===== src/rtl/alarm_match_multi.sv =====
// Multi-channel alarm matcher: edge-detected time matches start a ring that
// can be stopped, snoozed a bounded number of times, or left to time out.
module alarm_match_multi #(
    parameter int NUM_ALARMS   = 4,
    parameter int TIME_W       = 17,
    parameter int RING_TIMEOUT = 60,
    parameter int SNOOZE_SEC   = 300,
    parameter int SNOOZE_MAX   = 3,
    localparam int ID_W = (NUM_ALARMS > 1) ? $clog2(NUM_ALARMS) : 1,
    localparam int SC_W = ($clog2(SNOOZE_MAX + 1) > 0) ? $clog2(SNOOZE_MAX + 1) : 1
) (
    input  logic                         CLK,
    input  logic                         RESETN,
    input  logic                         SEC_TICK,
    input  logic [TIME_W-1:0]            CURRENT_TIME,
    input  logic [NUM_ALARMS*TIME_W-1:0] ALARM_TIME,
    input  logic [NUM_ALARMS-1:0]        ALARM_EN,
    input  logic                         STOP,
    input  logic                         SNOOZE,
    output logic                         ALARM_DOING,
    output logic                         SNOOZING,
    output logic [ID_W-1:0]              ACTIVE_ID,
    output logic [SC_W-1:0]              SNOOZE_CNT,
    output logic                         TIMED_OUT,
    output logic [1:0]                   DBG_STATE
);

    localparam int RW = $clog2(RING_TIMEOUT + 1);
    localparam int SW = $clog2(SNOOZE_SEC + 1);

    typedef enum logic [1:0] {
        ST_IDLE    = 2'd0,
        ST_RINGING = 2'd1,
        ST_SNOOZE  = 2'd2
    } state_t;

    state_t                state, state_nx;
    logic [NUM_ALARMS-1:0] match, match_q, hit;
    logic                  any_hit;
    logic [ID_W-1:0]       winner;
    logic                  active_en;
    logic                  ring_last, snz_last, snooze_ok;
    logic [RW-1:0]         ring_cnt, ring_cnt_nx;
    logic [SW-1:0]         snz_tmr, snz_tmr_nx;
    logic [ID_W-1:0]       active_id_nx;
    logic [SC_W-1:0]       snooze_cnt_nx;
    logic                  timed_out_nx;

    always_comb begin
        match = '0;
        for (int i = 0; i < NUM_ALARMS; i++)
            match[i] = ALARM_EN[i] && (CURRENT_TIME == ALARM_TIME[i*TIME_W +: TIME_W]);
    end

    // match_q resets to all ones so an equality already present at reset release never fires
    assign hit     = match & ~match_q;
    assign any_hit = |hit;

    always_comb begin
        winner    = '0;
        active_en = 1'b0;
        for (int i = NUM_ALARMS - 1; i >= 0; i--)
            if (hit[i]) winner = ID_W'(i);
        for (int i = 0; i < NUM_ALARMS; i++)
            if (ACTIVE_ID == ID_W'(i)) active_en = ALARM_EN[i];
    end

    assign ring_last = SEC_TICK && (ring_cnt == RW'(RING_TIMEOUT - 1));
    assign snz_last  = SEC_TICK && (snz_tmr == SW'(SNOOZE_SEC - 1));
    assign snooze_ok = (SNOOZE_CNT < SC_W'(SNOOZE_MAX));

    // Branch order inside each state encodes the event priority
    always_comb begin
        state_nx      = state;
        ring_cnt_nx   = ring_cnt;
        snz_tmr_nx    = snz_tmr;
        active_id_nx  = ACTIVE_ID;
        snooze_cnt_nx = SNOOZE_CNT;
        timed_out_nx  = 1'b0;
        case (state)
            ST_IDLE: begin
                if (any_hit) begin
                    state_nx      = ST_RINGING;
                    active_id_nx  = winner;
                    snooze_cnt_nx = '0;
                    ring_cnt_nx   = '0;
                end
            end
            ST_RINGING: begin
                if (STOP || !active_en) begin
                    state_nx = ST_IDLE;
                end else if (ring_last) begin
                    state_nx     = ST_IDLE;
                    timed_out_nx = 1'b1;
                end else if (SNOOZE && snooze_ok) begin
                    state_nx      = ST_SNOOZE;
                    snooze_cnt_nx = SNOOZE_CNT + SC_W'(1);
                    snz_tmr_nx    = '0;
                end else if (SEC_TICK) begin
                    ring_cnt_nx = ring_cnt + RW'(1);
                end
            end
            ST_SNOOZE: begin
                if (STOP || !active_en) begin
                    state_nx = ST_IDLE;
                end else if (snz_last) begin
                    state_nx    = ST_RINGING;
                    ring_cnt_nx = '0;
                end else if (any_hit) begin
                    state_nx      = ST_RINGING;
                    active_id_nx  = winner;
                    snooze_cnt_nx = '0;
                    ring_cnt_nx   = '0;
                end else if (SEC_TICK) begin
                    snz_tmr_nx = snz_tmr + SW'(1);
                end
            end
            default: state_nx = ST_IDLE;
        endcase
    end

    always_ff @(posedge CLK) begin
        if (!RESETN) begin
            state       <= ST_IDLE;
            match_q     <= '1;
            ring_cnt    <= '0;
            snz_tmr     <= '0;
            ACTIVE_ID   <= '0;
            SNOOZE_CNT  <= '0;
            ALARM_DOING <= 1'b0;
            SNOOZING    <= 1'b0;
            TIMED_OUT   <= 1'b0;
        end else begin
            state       <= state_nx;
            match_q     <= match;
            ring_cnt    <= ring_cnt_nx;
            snz_tmr     <= snz_tmr_nx;
            ACTIVE_ID   <= active_id_nx;
            SNOOZE_CNT  <= snooze_cnt_nx;
            ALARM_DOING <= (state_nx == ST_RINGING);
            SNOOZING    <= (state_nx == ST_SNOOZE);
            TIMED_OUT   <= timed_out_nx;
        end
    end

    assign DBG_STATE = state;

endmodule


===== config.mk =====
export PLATFORM = sky130hd
export DESIGN_NAME = alarm_match_multi
export DESIGN_NICKNAME = d
export VERILOG_FILES = /design/src/rtl/alarm_match_multi.sv
export SDC_FILE = /design/constraint.sdc
export NUM_CORES = 1
export LEC_CHECK = 0
export BUFFER_PORTS_ARGS = -buffer_cell sky130_fd_sc_hd__buf_2
export CAP_MARGIN = 20
export CORE_ASPECT_RATIO = 0.75
export CORE_MARGIN = 5
export CORE_UTILIZATION = 53
export CTS_CLUSTER_SIZE = 30
export DETAILED_ROUTE_END_ITERATION = 10
export GPL_ROUTABILITY_DRIVEN = 0
export GPL_TIMING_DRIVEN = 0
export MAX_ROUTING_LAYER = met4
export PLACE_DENSITY = 0.87
export SKIP_CTS_REPAIR_TIMING = 1
export SLEW_MARGIN = 20
export SYNTH_ARGS = -nofsm -noshare
export SYNTH_HDL_FRONTEND = slang
export SYNTH_SLANG_ARGS = --single-unit

===== constraint.sdc =====
create_clock -name CLK -period 4.3 [get_ports CLK]
set_input_delay 0.43 -clock CLK [delete_from_list [all_inputs] [get_ports CLK]]
set_output_delay 0.43 -clock CLK [all_outputs]
set_load 0.01 [all_outputs]

Word-level counts from Yosys, hierarchy flattened. Index checks and enable logic that the tools add are counted.

Add/sub/neg operators: 3. Magnitude comparators: 1. Equal/unequal tests: 22. Multiplexer cells: 43. Bitwise operators: 4. Reduce and logical (&&, ||, !) cells: 20.

Operators with widths (count): $eq 17x17->1 (4); $mux 9 (7); $mux 6 (7); $mux 2 (19); $ne 2x2->1 const B (9); $pmux 6 s3 (1); $pmux 9 s2 (1); $pmux 2 s3 (2); $reduce_and 6->1 (2); $add 9x1->9 const B (1); $eq 9x9->1 const B (1); $eq 2x2->1 const B (4); $reduce_and 8->1 (1); $logic_and 1x1->1 (7); $add 6x1->6 const B (1); $eq 2x1->1 const B (3); $eq 6x6->1 const B (1); $mux 1 (5); $and 4x4->4 (1); $logic_not 2->1 (2); $not 4->4 (1); $pmux 2 s2 (1); $reduce_bool 2->1 (2); $reduce_or 4->1 (1); other kinds (8) (9).

Register bits: 28. Output and inout bits: 9. Word-level logic and storage cells: 102.

Logic depth before layout (Yosys ltp). Gate-level depths: netlist of run 1.

Word-level depth: 11. Gate-level depth with buffers: 10.

Worst setup path after synthesis of run 1. Ideal clock, no wire load.

Path kind: reg-to-reg. From: register state[0] (netlist: DBG_STATE[0]). To: register snz_tmr[7]. Data arrival time: 2250 ps. Slack: 1976 ps. Stages on the path, launching flop included: 11. Path buffers: 1. Period minus slack after synthesis: 2324 ps. Cell sequence: dfxtp_1 > inv_1 > ha_1 > clkbuf_1 > inv_1 > a21oi_1 > o32ai_2 > nand2_2 > or4_1 > or3_1 > a21oi_1.

Longest elaborated chain between the ends: 3. Elaborated cells on any way between the ends: 12.

RTL lines: start: declaration (line 37) `state_t state, state_nx;`; start signal: assignment (line 134) `state <= state_nx;`; $eq 2x2->1 or $eq 2x1->1 (tied branches) (line 80) `case (state)`; $ne 2x2->1 (no line) or $reduce_bool 2->1 (tied branches); $reduce_and 8->1 (no line); end signal: assignment (line 137) `snz_tmr <= snz_tmr_nx;`; end: declaration (line 44) `logic [SW-1:0] snz_tmr, snz_tmr_nx;`.

Parallel ways exist; a longest one is shown, timed or not. A chain may end at the register's enable or synchronous reset.

Worst setup path in the final report of run 1. Same ends and word-level chain as after synthesis.

==> results of run 1 <==
[path summary, 6_finish.rpt]
check | from | endpoint | slack (ns) | depth (start not counted)
setup / recovery | DBG_STATE[0] | snz_tmr[7] | 1.60 | 10
setup reg to reg | DBG_STATE[0] | snz_tmr[7] | 1.60 | 10
hold reg to reg | ring_cnt[1] | ring_cnt[1] | 0.52 | 1
hold / removal | ALARM_EN[3] | match_q[3] | 0.42 | 2
[worst max-delay path: stages, from the launching register on]
cell	delay, ns
dfxtp_1	0.43
inv_1	0.11
ha_1	0.22
clkbuf_1	0.25
inv_1	0.21
a21oi_1	0.09
o32ai_2	0.21
nand2_2	0.18
or4_1	0.44
or3_1	0.32
a21oi_1	0.16
[power groups by stage]
stage | registers, µW | logic (µW) | clock network, µW
2_1_floorplan | 267 | 78.6 | 0
3_3_place_gp | 268 | 150 | 0
3_5_place_dp | 268 | 156 | 0
4_1_cts | 262 | 157 | 212
5_1_grt | 262 | 172 | 226
6_report | 262 | 160 | 211
[metrics by stage]
step | instance area [µm²] | hold WS (ns) | power, µW
2_1_floorplan | 2510 | 0.467 | 346
3_5_place_dp | 3090 | 0.492 | 424
6_report | 3160 | 0.425 | 633
5_1_grt | 3160 | 0.439 | 660
4_1_cts | 3160 | 0.418 | 631
3_3_place_gp | 3090 | 0.484 | 418
[cells by family after synthesis]
kind of cell	after synthesis	share of synthesized area, %
multiplexers	1	0.895
AO/OA/AOI/OAI	68	21.8
XOR/XNOR	55	19.2
adder cells (fa/ha/maj)	7	3.48
flip-flops	28	22.3
AND/OR/NAND/NOR	123	28.2
buffers and inverters	27	4.13
[cell type report]
class	instances	area [µm²]	area share (%)
Tap cell	57	71.3	2.26
Clock inverter	1	30.0	0.951
Timing Repair Buffer	100	500	15.8
Inverter	21	78.8	2.50
Sequential cell	28	561	17.7
Buffer	6	25.0	0.792
Clock buffer	3	41.3	1.31
Multi-Input combinational cell	254	1850	58.6
[state kept, by name (all words and copies together) (netlist names)]
signal,cells
ACTIVE_ID,2
ALARM_DOING,1
DBG_STATE,2
SNOOZE_CNT,2
SNOOZING,1
TIMED_OUT,1
match_q,4
ring_cnt,6
snz_tmr,9
[routing by layer]
metal | up-vias | track usage, %
met2 | 118 | 37.5
met1 | 1283 | 35.9
met5 | - | -
li1 | 1359 | -
met4 | 0 | 5.29
met3 | 21 | 5.58
[cell usage in the layout, fill, tap and decap left out, types with 5 or more instances in the layout]
master,Yosys,final
nor2b_1,7,7
nor3_1,11,11
nor4_1,7,7
nand4_1,14,14
xor2_1,21,21
nand2b_1,11,11
buf_2,2,102
a21oi_1,13,13
nor2_1,11,11
dfxtp_1,28,28
o21ai_0,9,9
inv_1,20,20
nand3_1,10,10
and3_1,6,6
xnor2_1,34,34
ha_1,7,7
nand2_1,19,19
or4_1,5,5
a21o_1,5,5
==> out/metrics.cfg, run 1 <==
[run_status]
outcome = finished clean

[synthesis]
ys_ff_latch = 28
ys_seq_area_share_pct = 22.3
syn_inst = 309
netlist_area_um2 = 2510
synth.most_common_cell = xnor2_1
yosys.area.top_type = dfxtp_1
synth_nets = 410
synthTopCellsByCount = 34 x xnor2_1, 28 x dfxtp_1, 21 x xor2_1
ys_types = 62
synth_edf_count = 0
synth_area_leaders = dfxtp_1 22%, xnor2_1 12%, xor2_1 7.3%
netlist.area_leader.share_pct = 22.3
synth_area_per_cell_um2 = 8.14
yosysWarnings = 0
synthFlopType = dfxtp_1
async_flop_share_pct = 0

[route]
dr_wl_met2_mm = 3.58
dr.pass1.iters = 5
drt-total-wl_mm = 7.95
drc = 0
via_count = 2781
ant_nets = 0
route.met3.wl_um = 734
avgViaCountPerCell = 5.92
wl_per_cell_um = 16.9
drt-initial-drc-count = 280
routedLengthMet1_mm = 3.48
maxUsedRoutingLayer = met4

[global_routing]
grt_max_degree = 17
antenna_found_initial = 0
overflow = 0
grt_pass1_wl_mm = 12.5
grtUsageTotal_pct = 25.6
grt_pass1_vias = 2576

[worst_setup_path]
startpoint_type = flip-flop
critical_path_arrival_ns = 2.91
crit_type = flip-flop to flip-flop
required_ns = 4.50
cp-end-kind = flip-flop
path_max_fanout = 10

[floorplanning]
start_util_pct = 55.6
rows = 21
dieArea_um2 = 6240
die_y_um = 69.7
pin_count = 103
die-width_um = 89.5
core-area_um2 = 4520

[clock_tree]
clock_sinks = 28
path_clk_slew_ns = 0.10
worstSkewPairLatency_ns = 0.28
cts.htree.levels = 1
cts_root_buf = clkbuf_8
cts.path.max_buffers = 2
cts_made_buffers = 3
cts_tree = done

[layout]
fillers = 360
area_growth_pct = 25.6
num_antenna_cells = 0
fin_util_pct = 69.9
finalNonFillerCells = 470
layout.nets = 515
drive_above_1_share_pct = 29.3

[timing]
setup_ws_ns = 1.60
fmax_mhz = 370
setup_viol = 0
period_share_pct = 62.9
fin_worst_skew_ns = 0.00477
tightest_slew_ns = 0.926
slew_viol_final = 0
rsz0062_at_grt = no
tns_ns = 0
timing.final.crit_period_ns = 2.70
hold_violations = 0
slew_headroom_pct = 37.4

[pwr]
p_sw_share_pct = 27.1
power_leakage_uw = 0.00134
seqPwrFrac_pct = 41.4
power_frac_comb_pct = 25.3
p_int_uw = 461
power_frac_clock_pct = 33.4
peakVddDrop_v = 0.000155
power_density_nw_per_um2 = 200
p_switching_uw = 171

[placed_design]
hpwl_mm = 6.60
post-place-cells = 466
dp_slack_ns = 1.47
numPortBuffers = 100

[run]
drv_cap = 0

[hold_path]
hold_class = primary input to flip-flop

No activity file was read; power rests on OpenSTA's default activity.
==> run 2, diff against run 1 <==
CORE_UTILIZATION = 44   (was 53)
PLACE_DENSITY = 0.77   (was 0.87)
clock period = 2.23 ns   (was 4.3 ns; I/O delays follow)
==> run 2 against run 1 <==
The flow now finishes with violations (setup timing). Core utilization down 8.8 points. Via count increased by 1.8%. First-iteration DRC count down 25%. Worst hold slack lost 0.21 ns.
==> out/metrics.cfg, run 2 (synthesis gave the netlist of run 1 again) <==
[run_status]
outcome = finished, violations left
violations = setup timing

[layout]
layout.nets = 522  ; +1.4%
layout_common_cells = 102 x buf_2, 34 x xnor2_1, 26 x dfxtp_1, 21 x xor2_1
top_regs = snz_tmr (9), ring_cnt (6), match_q (4)
fin_util_pct = 61.1  ; -8.8 points
drive_above_1_share_pct = 33.8  ; +4.5 points
num_antenna_cells = 0  ; unchanged
layout_commonest_cell = buf_2
area_growth_pct = 32.1
regMostFlops = snz_tmr
largest_register_ffs = 9  ; unchanged
finalNonFillerCells = 495  ; +5.3%

[global_routing]
overflow = 0  ; unchanged
antenna_found_initial = 0  ; unchanged
grt_pass1_vias = 2613  ; +1.4%
grtUsageTotal_pct = 21.4  ; -4.2 points
grt_pass1_wl_mm = 12.3  ; -0.99%
grt_max_degree = 17  ; unchanged

[pwr]
power_frac_clock_pct = 32.9  ; -0.5 points
p_int_uw = 893  ; +94%
seqPwrFrac_pct = 41.0  ; -0.4 points
peakVddDrop_v = 0.000173  ; +12%
power_leakage_uw = 0.00141  ; +5.0%
power_density_nw_per_um2 = 368  ; +84%
p_switching_uw = 330  ; +93%
power_frac_comb_pct = 26.1  ; +0.8 points
p_sw_share_pct = 27.0  ; -0.091 points

[route]
drt-initial-drc-count = 209  ; -25%
drt-total-wl_mm = 8.16  ; +2.7%
wl_per_cell_um = 16.5  ; -2.5%
dr.pass1.iters = 5  ; unchanged
via_count = 2832  ; +1.8%
drc = 0  ; unchanged
ant_nets = 0  ; unchanged
avgViaCountPerCell = 5.72  ; -3.3%

[hold_path]
hold_class = primary input to flip-flop
holdPathEnd = match_q[3]
hp-start = ALARM_EN[3]
holdPathStages = 2  ; unchanged

[placed_design]
post-place-cells = 484  ; +3.9%
hpwl_mm = 6.54  ; -0.89%
numPortBuffers = 100  ; unchanged

[floorplanning]
core-area_um2 = 5440  ; +20%
die_y_um = 75.5  ; +8.4%
pin_count = 103  ; unchanged
rows = 23  ; +9.5%
start_util_pct = 46.2  ; -9.4 points
dieArea_um2 = 7340  ; +18%
die-width_um = 97.3  ; +8.7%

[worst_setup_path]
crit_chain = mux4_2 -> nand2_4 -> o32ai_4 -> nand2_2 -> or4_4 -> or3_1 -> a21oi_1
critical_path_arrival_ns = 2.47  ; -0.44 ns
crit_type = flip-flop to flip-flop
timing.rr.start = ACTIVE_ID[0]
critPathBufInv = 0  ; -3
worst_path_max_delay_cell = or4_4
rr_worst_depth = 7  ; -3
cp-end-kind = flip-flop
required_ns = 2.44  ; -2.06 ns
rr_endpoint = snz_tmr[7]
max_stage_delay_ns = 0.44  ; about the same
path_max_fanout = 7  ; -3
startpoint_type = flip-flop
crit_family = simple AND/OR/NAND/NOR gates
rrSetupSlack_ns = -0.02  ; -1.62 ns

[timing]
tightest_slew_ns = 0.656  ; -0.270 ns
setup_ws_ns = -0.0237  ; -1.62 ns
hold_violations = 0  ; unchanged
fmax_mhz = 444  ; +20%
period_share_pct = 101  ; +38 points
slew_viol_final = 0  ; unchanged
rsz0062_at_grt = yes
timing.final.crit_period_ns = 2.25  ; -0.450 ns
slew_headroom_pct = 55.6  ; +18 points
fin_worst_skew_ns = 0.00991  ; +0.00514 ns
setup_viol = 1  ; +1
holdWs_ns = 0.212  ; -0.213 ns

[clock_tree]
cts.htree.levels = 1  ; unchanged
cts_made_buffers = 3  ; unchanged
cts_root_buf = clkbuf_8
path_clk_slew_ns = 0.10  ; about the same
worstSkewPairLatency_ns = 0.28  ; about the same
cts_tree = done
clock_sinks = 28  ; unchanged
cts.path.max_buffers = 2  ; unchanged

[run]
drv_cap = 0  ; unchanged

[run 2: cell count changes in the layout (fill, tap and decap cells not counted), moves of 2 or more]
cell / change
dfxtp_1: -2
ha_1: -2
dfxtp_4: +2
clkbuf_1: -3
buf_4: +9
[run 2: worst register-to-register path, delay by kind of cell, from the launching register on]
| kind | cells | cell delay [ns] |
|---|---|---|
| compound gates | 2 | 0.45 |
| mux | 1 | 0.39 |
| flops | 1 | 0.36 |
| simple gates | 4 | 0.99 |
[run 2: metrics by stage]
stage	instance area, µm²	setup WS (ns)	total power, µW	setup TNS (ns)
final	3320	-0.0237	1220	-0.0237
after global routing	3320	-0.0892	1280	-0.176
after CTS	3180	-0.275	1220	-1.29
after detailed placement	3110	-0.384	815	-5.41
after global placement	3110	-0.371	808	-4.96
after floorplan	2520	0.0309	667	0
[run 2: how the worst max path moves through the flow]
stage                    startpoint           to  cells after the start  slack (ns)
floorplan              DBG_STATE[0]   snz_tmr[7]                     10        0.03
global placement    CURRENT_TIME[0]  ring_cnt[1]                      8       -0.37
detailed placement  CURRENT_TIME[0]  ring_cnt[1]                      8       -0.38
CTS                    DBG_STATE[0]   snz_tmr[7]                     10       -0.27
global route           ACTIVE_ID[0]   snz_tmr[7]                      7       -0.09
finish                 ACTIVE_ID[0]   snz_tmr[7]                      7       -0.02
[run 2: layer usage]
layer | up-vias | global-route usage (%) | part of all wire (%)
met5 | - | - | 0
met4 | 0 | 3.69 | 1.4
met3 | 14 | 3.93 | 7.4
met2 | 111 | 35.1 | 45
met1 | 1325 | 28.3 | 46
li1 | 1382 | - | -
[run 2: power by group through the flow]
stage                     Combinational [µW]  Clock (µW)  Sequential [µW]
after floorplan                          152           0              516
after global placement                   292           0              516
after detailed placement                 299           0              516
after CTS                                301         411              504
after global routing                     345         428              502
final                                    319         403              502
[run 2: area by class of cell]
type	instances	area (µm²)
buffer	4	25.0
clock buffer	3	41.3
clock inverter	1	30.0
fill	511	2120
inverter	21	78.8
multi-input combinational	254	1920
sequential	28	568
tap	75	93.8
timing repair buffer	109	568
==> run 3, diff against run 2 <==
RECOVER_POWER = 25   (was default)
clock period = 1.95 ns   (was 2.23 ns; I/O delays follow)
==> run 3 against run 2 <==
The flow still finishes with violations (setup timing). Worst hold slack lost 0.025 ns. Non-clock buffer count increased by 3. Die area unchanged. Total power up 16%. First-iteration DRC count increased by 26%. Worst setup slack got worse by 0.28 ns. Global-route usage down 0.070 points. Wire length increased by 3.0%. Largest cell class unchanged. Highest routed layer unchanged.
==> out/metrics.cfg, run 3 (synthesis gave the netlist of run 1 again) <==
[global_routing]
overflow = 0  ; unchanged
grtUsageTotal_pct = 21.3  ; -0.070 points
grt_pass1_vias = 2518  ; -3.6%
grt_pass1_wl_mm = 12.2  ; -1.2%
antenna_found_initial = 0  ; unchanged
grt_max_degree = 17  ; unchanged

[layout]
layout.nets = 526  ; +0.77%
num_antenna_cells = 0  ; unchanged
largest_register_ffs = 9  ; unchanged
area_growth_pct = 38.9
regMostFlops = snz_tmr
drive_above_1_share_pct = 39.2  ; +5.3 points
top_regs = snz_tmr (9), ring_cnt (6), match_q (4)
layout_commonest_cell = buf_2
layout_common_cells = 99 x buf_2, 34 x xnor2_1, 25 x dfxtp_1, 21 x xor2_1, 18 x inv_1
fillers = 457  ; -11%

[timing]
fmax_mhz = 444  ; about the same
setup_viol = 16  ; +15
setup_ws_ns = -0.303  ; -0.279 ns
hold_violations = 0  ; unchanged
period_share_pct = 116  ; +14 points
timing.final.crit_period_ns = 2.25  ; -0.000868 ns
tightest_slew_ns = 0.517  ; -0.140 ns
rsz0062_at_grt = yes
fin_worst_skew_ns = 0.00836  ; -0.00155 ns
slew_viol_final = 0  ; unchanged
slew_headroom_pct = 65.2  ; +9.6 points

[route]
wl_per_cell_um = 16.8  ; +2.2%
dr.pass1.iters = 5  ; unchanged
via_count = 2867  ; +1.2%
drc = 0  ; unchanged
avgViaCountPerCell = 5.75  ; +0.42%
ant_nets = 0  ; unchanged
drt-total-wl_mm = 8.40  ; +3.0%
drt-initial-drc-count = 263  ; +26%

[floorplanning]
start_util_pct = 46.2  ; unchanged
dieArea_um2 = 7340  ; unchanged
die_y_um = 75.5  ; unchanged
die-width_um = 97.3  ; unchanged
core-area_um2 = 5440  ; unchanged
rows = 23  ; unchanged
pin_count = 103  ; unchanged

[pwr]
p_sw_share_pct = 27.6  ; +0.60 points
seqPwrFrac_pct = 40.6  ; -0.4 points
p_int_uw = 1030  ; +15%
power_frac_comb_pct = 26.3  ; +0.2 points
power_frac_clock_pct = 33.1  ; +0.2 points
power_leakage_uw = 0.00145  ; +3.2%
peakVddDrop_v = 0.000277  ; +60%
power_density_nw_per_um2 = 406  ; +10%
fin_total_pwr_uw = 1420  ; +16%
p_switching_uw = 391  ; +18%

[run]
drv_cap = 0  ; unchanged

[hold_path]
hp-start = ALARM_EN[3]
holdPathStages = 2  ; unchanged
holdPathEnd = match_q[3]
hold_class = primary input to flip-flop

[worst_setup_path]
cp-end-kind = flip-flop
rrSetupSlack_ns = -0.30  ; -0.28 ns
crit_type = flip-flop to flip-flop
critical_path_arrival_ns = 2.48  ; about the same
rr_worst_depth = 10  ; +3
timing.rr.start = DBG_STATE[0]
required_ns = 2.17  ; -0.27 ns
rr_endpoint = snz_tmr[7]
startpoint_type = flip-flop
path_max_fanout = 10  ; +3

[clock_tree]
cts.path.max_buffers = 2  ; unchanged
cts_tree = done
cts_root_buf = clkbuf_8
clock_sinks = 28  ; unchanged
cts_made_buffers = 3  ; unchanged
cts.htree.levels = 1  ; unchanged
worstSkewPairLatency_ns = 0.28  ; about the same
path_clk_slew_ns = 0.10  ; about the same

[placed_design]
numPortBuffers = 100  ; unchanged
dp_slack_ns = -0.588  ; -0.204 ns
hpwl_mm = 6.48  ; -0.86%

[run_status]
outcome = finished, violations left
violations = setup timing

run 3: routing by layer:
layer | track usage [%] | up-vias | part of all wire [%]
met1 | 28.9 | 1327 | 45
met4 | 3.99 | 0 | 1.3
li1 | - | 1399 | -
met2 | 33.8 | 121 | 47
met5 | - | - | 0
met3 | 3.93 | 20 | 7.0
run 3: worst max-delay path by stage:
stage	from	to
finish	DBG_STATE[0]	snz_tmr[7]
detailed placement	CURRENT_TIME[0]	ALARM_DOING
CTS	ring_cnt[0]	ring_cnt[5]
global route	DBG_STATE[0]	snz_tmr[7]
global placement	CURRENT_TIME[0]	ring_cnt[3]
floorplan	ACTIVE_ID[0]	snz_tmr[7]
run 3: worst max-delay path: stages (launching register included):
cell and delay (ns):
dfxtp_4 0.37, inv_1 0.08, ha_2 0.22, buf_6 0.16, inv_4 0.08, a21oi_2 0.06, o32ai_4 0.19, nand2_4 0.12
or4_4 0.44, or3_4 0.34, a21oi_2 0.11
run 3: power groups by stage:
| stage | clock network, µW | registers, µW | logic, µW |
|---|---|---|---|
| 2_1_floorplan | 0 | 588 | 175 |
| 3_3_place_gp | 0 | 589 | 335 |
| 3_5_place_dp | 0 | 589 | 343 |
| 4_1_cts | 473 | 575 | 345 |
| 5_1_grt | 494 | 576 | 403 |
| 6_report | 469 | 575 | 373 |
run 3: layout make-up:
class                           instances  area (µm²)  share of cell area, %
Multi-Input combinational cell        255        2050                   58.8
Timing Repair Buffer                  111         592                   16.9
Sequential cell                        28         567                   16.2
Tap cell                               75        93.8                   2.69
Inverter                               21        81.3                   2.33
Clock buffer                            3        41.3                   1.18
Buffer                                  5        32.5                  0.932
Clock inverter                          1        30.0                  0.860
run 3: metrics by stage:
| stage | utilization, % | cells | setup TNS, ns | hold WS (ns) | cell area, µm² |
|---|---|---|---|---|---|
| global placement | 57.8 | 484 | -10.91 | 0.470 | 3140 |
| global route | 64.2 | 499 | -3.30 | 0.177 | 3490 |
| floorplan | - | 309 | -0.542 | 0.347 | 2550 |
| finish | 64.2 | 499 | -2.39 | 0.187 | 3490 |
| CTS | 59.1 | 488 | -6.83 | 0.173 | 3210 |
| detailed placement | 57.8 | 484 | -10.52 | 0.475 | 3140 |
